===== config.mk =====
export PLATFORM = sky130hd
export DESIGN_NAME = armleocpu_regfile_ctrl_flat
export DESIGN_NICKNAME = d
export VERILOG_FILES = /design/src/rtl/armleocpu_regfile_pkg.sv /design/src/rtl/armleocpu_regfile_ctrl_if.sv /design/src/rtl/armleocpu_regfile_one_lane.sv /design/src/rtl/armleocpu_regfile_ctrl.sv /design/src/flat_wrapper.sv
export SDC_FILE = /design/constraint.sdc
export NUM_CORES = 1
export LEC_CHECK = 0
export CORE_MARGIN = 2
export CORE_UTILIZATION = 35
export CTS_BUF_LIST = sky130_fd_sc_hd__clkbuf_8
export DETAILED_ROUTE_END_ITERATION = 8
export PLACE_DENSITY = 0.47
export SKIP_LAST_GASP = 1
export SLEW_MARGIN = 20
export SYNTH_ARGS = -nofsm -noshare
export SYNTH_HDL_FRONTEND = slang
export SYNTH_SLANG_ARGS = --single-unit

===== constraint.sdc =====
create_clock -name clk -period 6.4 [get_ports clk]
set_input_delay 1.28 -clock clk [delete_from_list [all_inputs] [get_ports clk]]
set_output_delay 1.28 -clock clk [all_outputs]
set_load 0.02 [all_outputs]

===== src/rtl/armleocpu_regfile_pkg.sv =====
`default_nettype none
// ============================================================================
// Module   : armleocpu_regfile_pkg
// Purpose  : Shared constants and FSM encoding for the register file
//            read sequencer / write front-end.
// Revision : 1.0 - initial release
// ============================================================================
package armleocpu_regfile_pkg;

  localparam int c_DEFAULT_ELEMENTS_W = 5;
  localparam int c_DEFAULT_WIDTH      = 32;
  localparam int c_ZERO_ADDR          = 0;

  typedef enum logic [1:0] {
    IDLE  = 2'd0,
    RD2   = 2'd1,
    CAP2  = 2'd2,
    CLEAR = 2'd3
  } state_t;

endpackage
`default_nettype wire


===== src/rtl/armleocpu_regfile_ctrl_if.sv =====
`default_nettype none
// ============================================================================
// Module   : armleocpu_regfile_ctrl_if
// Purpose  : Read-request / response / write bundle between decode-writeback
//            (master) and the register file controller (slave).
// Revision : 1.0 - initial release
// ============================================================================
interface armleocpu_regfile_ctrl_if
  import armleocpu_regfile_pkg::*;
#(
  parameter int ELEMENTS_W = c_DEFAULT_ELEMENTS_W,
  parameter int WIDTH      = c_DEFAULT_WIDTH
);

  logic                  req_valid;
  logic                  req_ready;
  logic [ELEMENTS_W-1:0] req_rs1;
  logic [ELEMENTS_W-1:0] req_rs2;
  logic                  rsp_valid;
  logic [WIDTH-1:0]      rsp_rs1_data;
  logic [WIDTH-1:0]      rsp_rs2_data;
  logic                  wr_en;
  logic [ELEMENTS_W-1:0] wr_addr;
  logic [WIDTH-1:0]      wr_data;
  logic                  busy;

  modport master (
    output req_valid, req_rs1, req_rs2, wr_en, wr_addr, wr_data,
    input  req_ready, rsp_valid, rsp_rs1_data, rsp_rs2_data, busy
  );

  modport slave (
    input  req_valid, req_rs1, req_rs2, wr_en, wr_addr, wr_data,
    output req_ready, rsp_valid, rsp_rs1_data, rsp_rs2_data, busy
  );

endinterface
`default_nettype wire


===== src/rtl/armleocpu_regfile_one_lane.sv =====
`default_nettype none
// ============================================================================
// Module   : armleocpu_regfile_one_lane
// Purpose  : Register storage lane, one synchronous read port and one write
//            port. A same-cycle read/write to one entry returns the old value.
// Revision : 1.0 - initial release
// ============================================================================
module armleocpu_regfile_one_lane #(
  parameter int ELEMENTS_W = 5,
  parameter int WIDTH      = 32
) (
  input  wire logic                  clk,
  input  wire logic                  rd_en,
  input  wire logic [ELEMENTS_W-1:0] rd_addr,
  output logic      [WIDTH-1:0]      rd_data,
  input  wire logic                  wr_en,
  input  wire logic [ELEMENTS_W-1:0] wr_addr,
  input  wire logic [WIDTH-1:0]      wr_data
);

  logic [WIDTH-1:0] r_mem [0:(1<<ELEMENTS_W)-1];

  // Registered read; sees the contents before any write on the same edge.
  always_ff @(posedge clk) begin
    if (rd_en) begin
      rd_data <= r_mem[rd_addr];
    end
  end

  // Storage write port.
  always_ff @(posedge clk) begin
    if (wr_en) begin
      r_mem[wr_addr] <= wr_data;
    end
  end

endmodule
`default_nettype wire


===== src/rtl/armleocpu_regfile_ctrl.sv =====
`default_nettype none
// ============================================================================
// Module   : armleocpu_regfile_ctrl
// Purpose  : Serialises a two-operand read into two lane reads, forwards
//            writes landing while the request is in flight, hardwires x0.
//            Optional macro ARMLEOCPU_REGFILE_CLEAR_EN zero-fills the lane
//            after reset before accepting requests.
// Revision : 1.0 - initial release
// ============================================================================
module armleocpu_regfile_ctrl
  import armleocpu_regfile_pkg::*;
#(
  parameter int ELEMENTS_W = c_DEFAULT_ELEMENTS_W,
  parameter int WIDTH      = c_DEFAULT_WIDTH
) (
  input  wire logic               clk,
  input  wire logic               rst,
  armleocpu_regfile_ctrl_if.slave bus
);

  localparam logic [ELEMENTS_W-1:0] c_ZERO = ELEMENTS_W'(c_ZERO_ADDR);

  state_t                r_state;
  state_t                w_state_next;
  logic [ELEMENTS_W-1:0] r_rs1;
  logic [ELEMENTS_W-1:0] r_rs2;
  logic                  r_fwd_hit;
  logic [WIDTH-1:0]      r_fwd_data;
  logic [WIDTH-1:0]      r_op1;
  logic [WIDTH-1:0]      r_rsp1;
  logic [WIDTH-1:0]      r_rsp2;
  logic                  r_rsp_valid;

  logic                  w_wr_ext;
  logic                  w_rd_en;
  logic [ELEMENTS_W-1:0] w_rd_addr;
  logic [WIDTH-1:0]      w_rd_data;
  logic                  w_lane_we;
  logic [ELEMENTS_W-1:0] w_lane_waddr;
  logic [WIDTH-1:0]      w_lane_wdata;

`ifdef ARMLEOCPU_REGFILE_CLEAR_EN
  logic [ELEMENTS_W-1:0] r_clr_cnt;
  logic                  w_clr_step;
`endif

  // Writes to x0 are discarded before they reach the lane.
  assign w_wr_ext = bus.wr_en && (bus.wr_addr != c_ZERO);

  // True when the write presented this cycle targets addr.
  function automatic logic wr_hits(
    input logic [ELEMENTS_W-1:0] addr,
    input logic                  wen,
    input logic [ELEMENTS_W-1:0] waddr
  );
    return wen && (waddr == addr) && (addr != c_ZERO);
  endfunction

  // Operand value after folding in this cycle's write; x0 always reads zero.
  function automatic logic [WIDTH-1:0] fwd_operand(
    input logic [ELEMENTS_W-1:0] addr,
    input logic [WIDTH-1:0]      base,
    input logic                  wen,
    input logic [ELEMENTS_W-1:0] waddr,
    input logic [WIDTH-1:0]      wdata
  );
    if (addr == c_ZERO) begin
      return '0;
    end
    if (wr_hits(addr, wen, waddr)) begin
      return wdata;
    end
    return base;
  endfunction

  // FSM state register.
  always_ff @(posedge clk or posedge rst) begin
    if (rst) begin
`ifdef ARMLEOCPU_REGFILE_CLEAR_EN
      r_state <= CLEAR;
`else
      r_state <= IDLE;
`endif
    end else begin
      r_state <= w_state_next;
    end
  end

  // Next state and lane port muxing; external writes own the write port
  // except for clear-fill cycles.
  always_comb begin
    w_state_next = r_state;
    w_rd_en      = 1'b0;
    w_rd_addr    = r_rs2;
    w_lane_we    = w_wr_ext;
    w_lane_waddr = bus.wr_addr;
    w_lane_wdata = bus.wr_data;
`ifdef ARMLEOCPU_REGFILE_CLEAR_EN
    w_clr_step   = 1'b0;
`endif
    case (r_state)
      IDLE: begin
        if (bus.req_valid) begin
          w_rd_en      = 1'b1;
          w_rd_addr    = bus.req_rs1;
          w_state_next = RD2;
        end
      end
      RD2: begin
        w_rd_en      = 1'b1;
        w_rd_addr    = r_rs2;
        w_state_next = CAP2;
      end
      CAP2: begin
        w_state_next = IDLE;
      end
`ifdef ARMLEOCPU_REGFILE_CLEAR_EN
      CLEAR: begin
        if (!w_wr_ext) begin
          w_lane_we    = 1'b1;
          w_lane_waddr = r_clr_cnt;
          w_lane_wdata = '0;
          w_clr_step   = 1'b1;
          if (r_clr_cnt == {ELEMENTS_W{1'b1}}) begin
            w_state_next = IDLE;
          end
        end
      end
`endif
      default: begin
        w_state_next = IDLE;
      end
    endcase
  end

`ifdef ARMLEOCPU_REGFILE_CLEAR_EN
  // Clear-fill address; holds while an external write owns the lane.
  always_ff @(posedge clk or posedge rst) begin
    if (rst) begin
      r_clr_cnt <= '0;
    end else if (w_clr_step) begin
      r_clr_cnt <= r_clr_cnt + ELEMENTS_W'(1);
    end
  end
`endif

  // Operand capture with forwarding. r_fwd_* remembers a write that hit the
  // address being read on the same edge, since the lane returns stale data.
  always_ff @(posedge clk or posedge rst) begin
    if (rst) begin
      r_rs1       <= '0;
      r_rs2       <= '0;
      r_fwd_hit   <= 1'b0;
      r_fwd_data  <= '0;
      r_op1       <= '0;
      r_rsp1      <= '0;
      r_rsp2      <= '0;
      r_rsp_valid <= 1'b0;
    end else begin
      r_rsp_valid <= 1'b0;
      case (r_state)
        IDLE: begin
          if (bus.req_valid) begin
            r_rs1      <= bus.req_rs1;
            r_rs2      <= bus.req_rs2;
            r_fwd_hit  <= wr_hits(bus.req_rs1, bus.wr_en, bus.wr_addr);
            r_fwd_data <= bus.wr_data;
          end
        end
        RD2: begin
          r_op1      <= fwd_operand(r_rs1, r_fwd_hit ? r_fwd_data : w_rd_data,
                                    bus.wr_en, bus.wr_addr, bus.wr_data);
          r_fwd_hit  <= wr_hits(r_rs2, bus.wr_en, bus.wr_addr);
          r_fwd_data <= bus.wr_data;
        end
        CAP2: begin
          r_rsp1      <= fwd_operand(r_rs1, r_op1,
                                     bus.wr_en, bus.wr_addr, bus.wr_data);
          r_rsp2      <= fwd_operand(r_rs2, r_fwd_hit ? r_fwd_data : w_rd_data,
                                     bus.wr_en, bus.wr_addr, bus.wr_data);
          r_rsp_valid <= 1'b1;
        end
        default: begin
        end
      endcase
    end
  end

  assign bus.req_ready    = (r_state == IDLE);
  assign bus.busy         = (r_state != IDLE);
  assign bus.rsp_valid    = r_rsp_valid;
  assign bus.rsp_rs1_data = r_rsp1;
  assign bus.rsp_rs2_data = r_rsp2;

  armleocpu_regfile_one_lane #(
    .ELEMENTS_W (ELEMENTS_W),
    .WIDTH      (WIDTH)
  ) u_lane (
    .clk     (clk),
    .rd_en   (w_rd_en),
    .rd_addr (w_rd_addr),
    .rd_data (w_rd_data),
    .wr_en   (w_lane_we),
    .wr_addr (w_lane_waddr),
    .wr_data (w_lane_wdata)
  );

endmodule
`default_nettype wire


===== src/flat_wrapper.sv =====
// flat-port wrapper written by rule: the top's interface ports become plain ports
module armleocpu_regfile_ctrl_flat import armleocpu_regfile_pkg::*;
#(
  parameter int ELEMENTS_W = c_DEFAULT_ELEMENTS_W,
  parameter int WIDTH      = c_DEFAULT_WIDTH
)
  (clk, rst, bus_req_valid, bus_req_rs1, bus_req_rs2, bus_wr_en, bus_wr_addr, bus_wr_data, bus_req_ready, bus_rsp_valid, bus_rsp_rs1_data, bus_rsp_rs2_data, bus_busy);
  armleocpu_regfile_ctrl_if #(.ELEMENTS_W(ELEMENTS_W), .WIDTH(WIDTH)) bus_i ();
  input  wire logic clk;
  input  wire logic rst;
  input wire logic [$bits(bus_i.req_valid)-1:0] bus_req_valid;
  input wire logic [$bits(bus_i.req_rs1)-1:0] bus_req_rs1;
  input wire logic [$bits(bus_i.req_rs2)-1:0] bus_req_rs2;
  input wire logic [$bits(bus_i.wr_en)-1:0] bus_wr_en;
  input wire logic [$bits(bus_i.wr_addr)-1:0] bus_wr_addr;
  input wire logic [$bits(bus_i.wr_data)-1:0] bus_wr_data;
  output wire logic [$bits(bus_i.req_ready)-1:0] bus_req_ready;
  output wire logic [$bits(bus_i.rsp_valid)-1:0] bus_rsp_valid;
  output wire logic [$bits(bus_i.rsp_rs1_data)-1:0] bus_rsp_rs1_data;
  output wire logic [$bits(bus_i.rsp_rs2_data)-1:0] bus_rsp_rs2_data;
  output wire logic [$bits(bus_i.busy)-1:0] bus_busy;
  assign bus_i.req_valid = bus_req_valid;
  assign bus_i.req_rs1 = bus_req_rs1;
  assign bus_i.req_rs2 = bus_req_rs2;
  assign bus_i.wr_en = bus_wr_en;
  assign bus_i.wr_addr = bus_wr_addr;
  assign bus_i.wr_data = bus_wr_data;
  assign bus_req_ready = bus_i.req_ready;
  assign bus_rsp_valid = bus_i.rsp_valid;
  assign bus_rsp_rs1_data = bus_i.rsp_rs1_data;
  assign bus_rsp_rs2_data = bus_i.rsp_rs2_data;
  assign bus_busy = bus_i.busy;
  armleocpu_regfile_ctrl #(.ELEMENTS_W(ELEMENTS_W), .WIDTH(WIDTH)) u_core (.clk(clk), .rst(rst), .bus(bus_i));
endmodule

==> run_results.csv, run 1 <==
group,metric,value,unit
power_and_ir_drop,pwr-share-clk,30.8,%
cts,h-tree-depth,4,
power_and_ir_drop,power_per_cell_area,357.0,mW/mm2
yosys,yosysWarnings,0,
drt,drt_first_iter_violations,2906,
timing,finalSetupViolations,0,
worst_setup_path,crit_type,"in -> reg",
worst_setup_path,critPathLaunchType,"input pin",
power_and_ir_drop,combPwrFrac,21.0,%
timing,rsz0062_at_grt,"false",
finish,drive_gt1_share,14.16,%
finish,multi_input_area,0.01162,mm2
timing,period_needed,4.703,ns
global_routing,grt_usage,21.47,%
yosys,async_flop_share,11.85,%
global_routing,grt_max_degree,119,
yosys,synth_area,0.04748,mm2
worst_setup_path,crit_arrival,5.28,ns
worst_setup_path,end_kind,"flop",
yosys,synth-edff-count,1056,
power_and_ir_drop,internal-power,13.64,mW
timing,fin_skew,0.03577,ns
worst_setup_path,critPathMaxFanout,62,
power_and_ir_drop,power.leakage,18.16,nW
cts,clk_latency,0.90,ns
cts,cts-resized-gates,0,
global_routing,overflow,0,
cts,hold_buffers,0,
timing,hold_viol,0,
timing,worst_slew_pin_slew,1.075,ns
yosys,seq_area_frac_synth,74.27,%
yosys,synth_area_per_cell,14.96,um2
finish,fin_nets,3465,
yosys,synth-compound-area-share,11.39,%
finish,seqCellArea,0.03527,mm2
floorplan,die_x,372.3,um
worst_setup_path,crit_required,6.97,ns
yosys,synth_cell_types,54,
yosys,ys.flop_type,"edfxtp_1",
drt,wl_met3,9.650,mm
drt,vias,29830,
yosys,syn_inst,3174,
global_routing,grt_pass1_vias,29410,
power_and_ir_drop,power_frac_seq,48.2,%
finish,area_growth,16.07,%
power_and_ir_drop,power,19.67,mW
cts,postCtsSetupRepairBufs,0,
drt,wl_per_cell,28.12,um
timing,fmax,212.6,MHz
timing,maxSlewViolCount,0,
placed_design,gp_congestion,0.8016,
run_status,outcome,"completed",
worst_hold_path,hp-class,"reg -> reg",
power_and_ir_drop,swShare,30.68,%
timing,timing.final.crit_share,73.49,%
yosys,ys_ff_latch,1198,
drt,wl_met1,66.76,mm
cts,clk_pin_slew_worst_paths,0.06,ns
placed_design,hpwl,85.81,mm
floorplan,core_area,0.1351,mm2
yosys,synthAdderAreaFrac,0,%
floorplan,die_y,372.3,um
power_and_ir_drop,worst_ir_drop_vdd,0.0002409,V
placed_design,port-buffer-count,117,
yosys,synthMuxAreaShare,5.518,%
yosys,synthSimpleGateAreaFrac,6.314,%
drt,first_pass_iters,7,
cts,cts_sinks,1198,
timing,setup_tns,0,ns
placed_design,dp.cells,5004,
finish,fillerInstances,12480,
global_routing,antenna_found_initial,11,
floorplan,ios,118,
floorplan,fp-row-count,135,
drt,met2_length,69.45,mm
cts,cts_tree,"yes",
power_and_ir_drop,p_switching,6.036,mW
drt,viasPerCell,5.577,
cts,cts_root_buffer,"clkbuf_8",
cts,clk_path_buf_depth,3,
drt,drcViolationCount,0,
cts,cts_buffers,189,
floorplan,die-area,0.1386,mm2
drt,ant_nets,0,
yosys,yosys.area_share.xor_xnor,0.2398,%
drt,top_layer,"met4",
finish,fin_cells,5349,
timing,slew-limit-headroom,28.34,%
drt,finalWirelength,150.4,mm
floorplan,start_util,35.14,%
global_routing,grt_pass1_wl,213.2,mm
job,cap_violations,0,
yosys,synth_top_family_by_area,"compound AO/OA/AOI/OAI gates",
-- layer usage --
metal  vias up  global-route usage (%)
li1      12990                       -
met1     15410                   29.96
met2      1179                   33.81
met3       258                   3.550
met4         0                   7.739
met5         -                       0
-- layout make-up --
class	count	share of cell area [%]
repair buffers	255	4.522
inverters	8	0.06357
multi-input cells	1762	21.08
clock buffers	201	5.020
well taps	1781	4.043
clock inverters	142	1.271
diodes	2	0.009081
flip-flops and latches	1198	63.99
-- power groups by stage --
stage / Combinational (mW) / Sequential, mW / Clock [mW]
6_report: 4.13 / 9.49 / 6.05
3_5_place_dp: 4.14 / 9.65 / 0
5_1_grt: 4.47 / 9.54 / 6.54
3_3_place_gp: 4.12 / 9.62 / 0
4_1_cts: 4.15 / 9.49 / 6.21
2_1_floorplan: 2.18 / 9.70 / 0
-- final timing paths --
path | startpoint | end | slack (ns) | cells after the start
min | u_core.r_op1[11] | u_core.r_op1[11] | 0.47 | 2
max in group asynchronous | rst | u_core.r_fwd_hit | 4.18 | 3
min reg2reg | u_core.r_op1[11] | u_core.r_op1[11] | 0.47 | 2
max | bus_req_valid | u_core.u_lane.rd_data[16] | 1.70 | 9
max reg2reg | u_core.r_state[1] | u_core.u_lane.rd_data[16] | 2.19 | 8
min in group asynchronous | rst | u_core.bus.rsp_rs2_data[29] | 0.94 | 2
-- placed cells by master, fill, tap and decap left out, drive strengths merged, types with 67 or more instances in the layout --
cell type,n
clkinv,69
a211oi,83
dfrtp,142
edfxtp,1056
nor3,67
a21oi,141
inv,70
a221oi,147
mux2,68
clkdlybuf4s50,117
clkbuf,201
o21ai,193
mux2i,182
buf,138
nand2,404
-- state kept, by name (all words and copies together), names as in the netlist --
register,flops
u_core.u_lane.r_mem,1024
u_core.bus.rsp_rs1_data,32
u_core.u_lane.rd_data,32
u_core.r_op1,32
u_core.r_fwd_data,32
u_core.r_rs2,5
u_core.bus.rsp_rs2_data,32
u_core.r_fwd_hit,1
u_core.r_rs1,5
u_core.bus.rsp_valid,1
u_core.r_state,2
-- critical path, cell delays in order --
cell	delay, ns
clkdlybuf4s50_1	0.46
or3b_2	0.75
a21o_4	0.84
buf_12	0.36
buf_12	0.27
a211oi_1	0.11
nor4_1	0.27
a21oi_1	0.18
nor4_1	0.63
-- synthesized netlist by cell type (18+ instances only) --
cell type  instances  share of area (%)
clkbuf_1         131                1.0
dfrtp_1          142                7.5
mux2_2            67                1.6
nor4_1            58               0.76
buf_2             92               0.97
a221oi_1         147                2.7
nor3_1            67               0.71
a211oi_1          83                1.3
mux2i_1          179                3.8
nand2_1          404                3.2
o22ai_1           57               0.75
a31oi_1           58               0.76
o31ai_1           33               0.52
a21oi_1          139                1.5
nor2_1            32               0.25
nor2b_1           58               0.76
edfxtp_1        1056                 67
nand3_1           18               0.19
o21ai_0          136                1.4
a221o_1           60                1.3
o21ai_1           57               0.60
-- through the flow --
stage / hold WS (ns) / worst slack (ns) / utilization (%) / instance area, um2
after floorplan: 0.4478 / 1.310 / - / 47600
after global placement: 0.4592 / 0.9412 / 38.12 / 51510
after detailed placement: 0.4656 / 0.8334 / 38.21 / 51640
after CTS: 0.4786 / 1.802 / 40.78 / 55110
after global routing: 0.4948 / 1.489 / 40.78 / 55110
final: 0.4742 / 1.697 / 40.78 / 55110
-- logic make-up (layout without fill, tap and decap cells) --
kind of cell,after synthesis,in the layout
flops,1198,1198
buf+inv,245,606
mux,250,250
compound gates,801,801
simple gates,666,666
xor+xnor,13,13
other cells,1,34
Power figures use the tool's default switching activity.
==> run 2: changes to the inputs <==
Clock period 6.4 ns to 4.85 ns, I/O delays scaled along.
==> run 2 against run 1 <==
Effect of this change: combinational power grew 35%; routed wire length grew 0.87%; worst hold slack gained 0.00083 ns; largest cell class unchanged; sequential power grew 33%; critical path type unchanged.
==> run_results.csv, run 2 (synthesis gave the netlist of run 1 again) <==
group,metric,value,unit
run_status,outcome,"completed",
timing,rsz0062_at_grt,"false",
timing,slew-limit-headroom,29.29,%
placed_design,port-buffer-count,117,
finish,fin_nets,3491,
cts,h-tree-depth,4,
power_and_ir_drop,power_per_cell_area,473.6,mW/mm2
power_and_ir_drop,internal-power,18.40,mW
floorplan,core_area,0.1351,mm2
floorplan,die_x,372.3,um
power_and_ir_drop,swShare,30.55,%
timing,timing.final.crit_share,72.29,%
worst_setup_path,r2r_slack,1.45,ns
timing,worst_slew_pin_slew,1.061,ns
cts,hold_buffers,0,
finish,drive_gt1_share,14.94,%
drt,vias,30080,
worst_setup_path,critPathMaxFanout,67,
cts,cts_buffers,195,
worst_setup_path,cp_slowest_cell,"mux2_8",
finish,final_cell_mix,"1056 x edfxtp_1, 403 x nand2_1, 210 x clkbuf_8",
finish,final_util,41.40,%
finish,mostFrequentLayoutCell,"edfxtp_1",
worst_setup_path,crit_path_cell_trace,"clkdlybuf4s50_1 -> or3b_2 -> mux2_8 -> buf_4 -> a221oi_1 -> a31oi_1 -> o22ai_1 -> nor4_1",
drt,wl_per_cell,28.17,um
worst_setup_path,critPathLaunchType,"input pin",
drt,first_pass_iters,7,
floorplan,fp-row-count,135,
timing,hold_viol,0,
floorplan,start_util,35.14,%
worst_setup_path,crit_required,5.55,ns
finish,seqCellArea,0.03527,mm2
drt,finalWirelength,151.7,mm
drt,viasPerCell,5.585,
floorplan,ios,118,
drt,drcViolationCount,0,
drt,drt_first_iter_violations,3311,
global_routing,grt_pass1_vias,29830,
placed_design,hpwl,84.25,mm
finish,multi_input_area,0.01160,mm2
worst_setup_path,crit_arrival,4.21,ns
global_routing,grt_pass1_wl,215.2,mm
power_and_ir_drop,worst_ir_drop_vdd,0.0002837,V
power_and_ir_drop,pwr-share-clk,31.5,%
worst_setup_path,end_kind,"flop",
cts,postCtsSetupRepairBufs,0,
power_and_ir_drop,power_frac_seq,47.4,%
timing,fin_skew,0.03767,ns
cts,clk_pin_slew_worst_paths,0.06,ns
floorplan,die-area,0.1386,mm2
finish,fillerInstances,12430,
global_routing,overflow,0,
worst_hold_path,hp-class,"reg -> reg",
worst_setup_path,critPathMaxStageDelay,0.71,ns
global_routing,grt_usage,21.74,%
timing,maxSlewViolCount,0,
power_and_ir_drop,p_switching,8.094,mW
finish,regMostFlops,"u_core.u_lane.r_mem",
cts,cts-resized-gates,0,
timing,finalSetupViolations,0,
timing,period_needed,3.506,ns
cts,cts_sinks,1198,
timing,fmax,285.2,MHz
power_and_ir_drop,power.leakage,18.49,nW
power_and_ir_drop,combPwrFrac,21.1,%
worst_setup_path,crit_type,"in -> reg",
cts,clk_latency,0.90,ns
finish,area_growth,17.81,%
cts,cts_tree,"yes",
cts,cts_root_buffer,"clkbuf_8",
global_routing,antenna_found_initial,10,
job,cap_violations,0,
placed_design,gp_congestion,0.7958,
finish,largest_reg_flops,1024,
floorplan,die_y,372.3,um
drt,ant_nets,0,
cts,clk_path_buf_depth,3,
timing,setup_tns,0,ns
global_routing,grt_max_degree,78,
## run 2: per-stage QoR
step	std cells	setup slack [ns]	instance area, um2	total power, mW	hold WS (ns)
6_report	5386	1.344	55940	26.49	0.4750
3_5_place_dp	5024	0.4575	52250	18.36	0.4648
4_1_cts	5383	1.445	55930	26.73	0.4789
3_3_place_gp	5024	0.4325	52250	18.30	0.4586
2_1_floorplan	3205	0.07043	47600	15.67	0.4478
5_1_grt	5384	1.278	55930	27.66	0.4932
## run 2: worst max-delay path, delay by kind of cell
kind / cells / cell delay (ns)
AO/OA/AOI/OAI: 3 / 0.60
buffers and inverters: 2 / 0.91
multiplexers: 1 / 0.71
AND/OR/NAND/NOR: 2 / 0.99
## run 2: power by group through the flow
stage / clock network, mW / logic [mW] / registers (mW)
5_1_grt: 8.99 / 6.05 / 12.6
2_1_floorplan: 0 / 2.87 / 12.8
4_1_cts: 8.57 / 5.62 / 12.5
6_report: 8.35 / 5.59 / 12.6
3_3_place_gp: 0 / 5.58 / 12.7
3_5_place_dp: 0 / 5.60 / 12.8
## run 2: metal layers
layer  track usage, %  vias up  wire length (um)
met1            30.00    15460             65240
met3            3.940      232             11540
li1                 -    13060                 -
met5                0        -                 0
met2            34.77     1331             70970
met4            7.005        0              3970
## run 2: area by class of cell
| cell class | instances | area share [%] |
|---|---|---|
| sequential | 1198 | 63.04 |
| inverter | 8 | 0.06263 |
| antenna | 3 | 0.01342 |
| timing repair buffer | 275 | 5.561 |
| clock inverter | 149 | 1.423 |
| tap | 1781 | 3.984 |
| multi-input combinational | 1762 | 20.75 |
| clock buffer | 210 | 5.167 |
## run 2: final timing paths
path | depth (start not counted) | startpoint | to
worst min register to register | 2 | u_core.r_op1[22] | u_core.r_op1[22]
min in group asynchronous | 2 | rst | u_core.bus.rsp_rs2_data[18]
worst min-delay path | 2 | u_core.r_op1[22] | u_core.r_op1[22]
max in group asynchronous | 3 | rst | u_core.r_fwd_data[26]
worst max register to register | 7 | u_core.r_state[0] | u_core.u_lane.rd_data[6]
worst max-delay path | 8 | bus_req_valid | u_core.u_lane.rd_data[6]
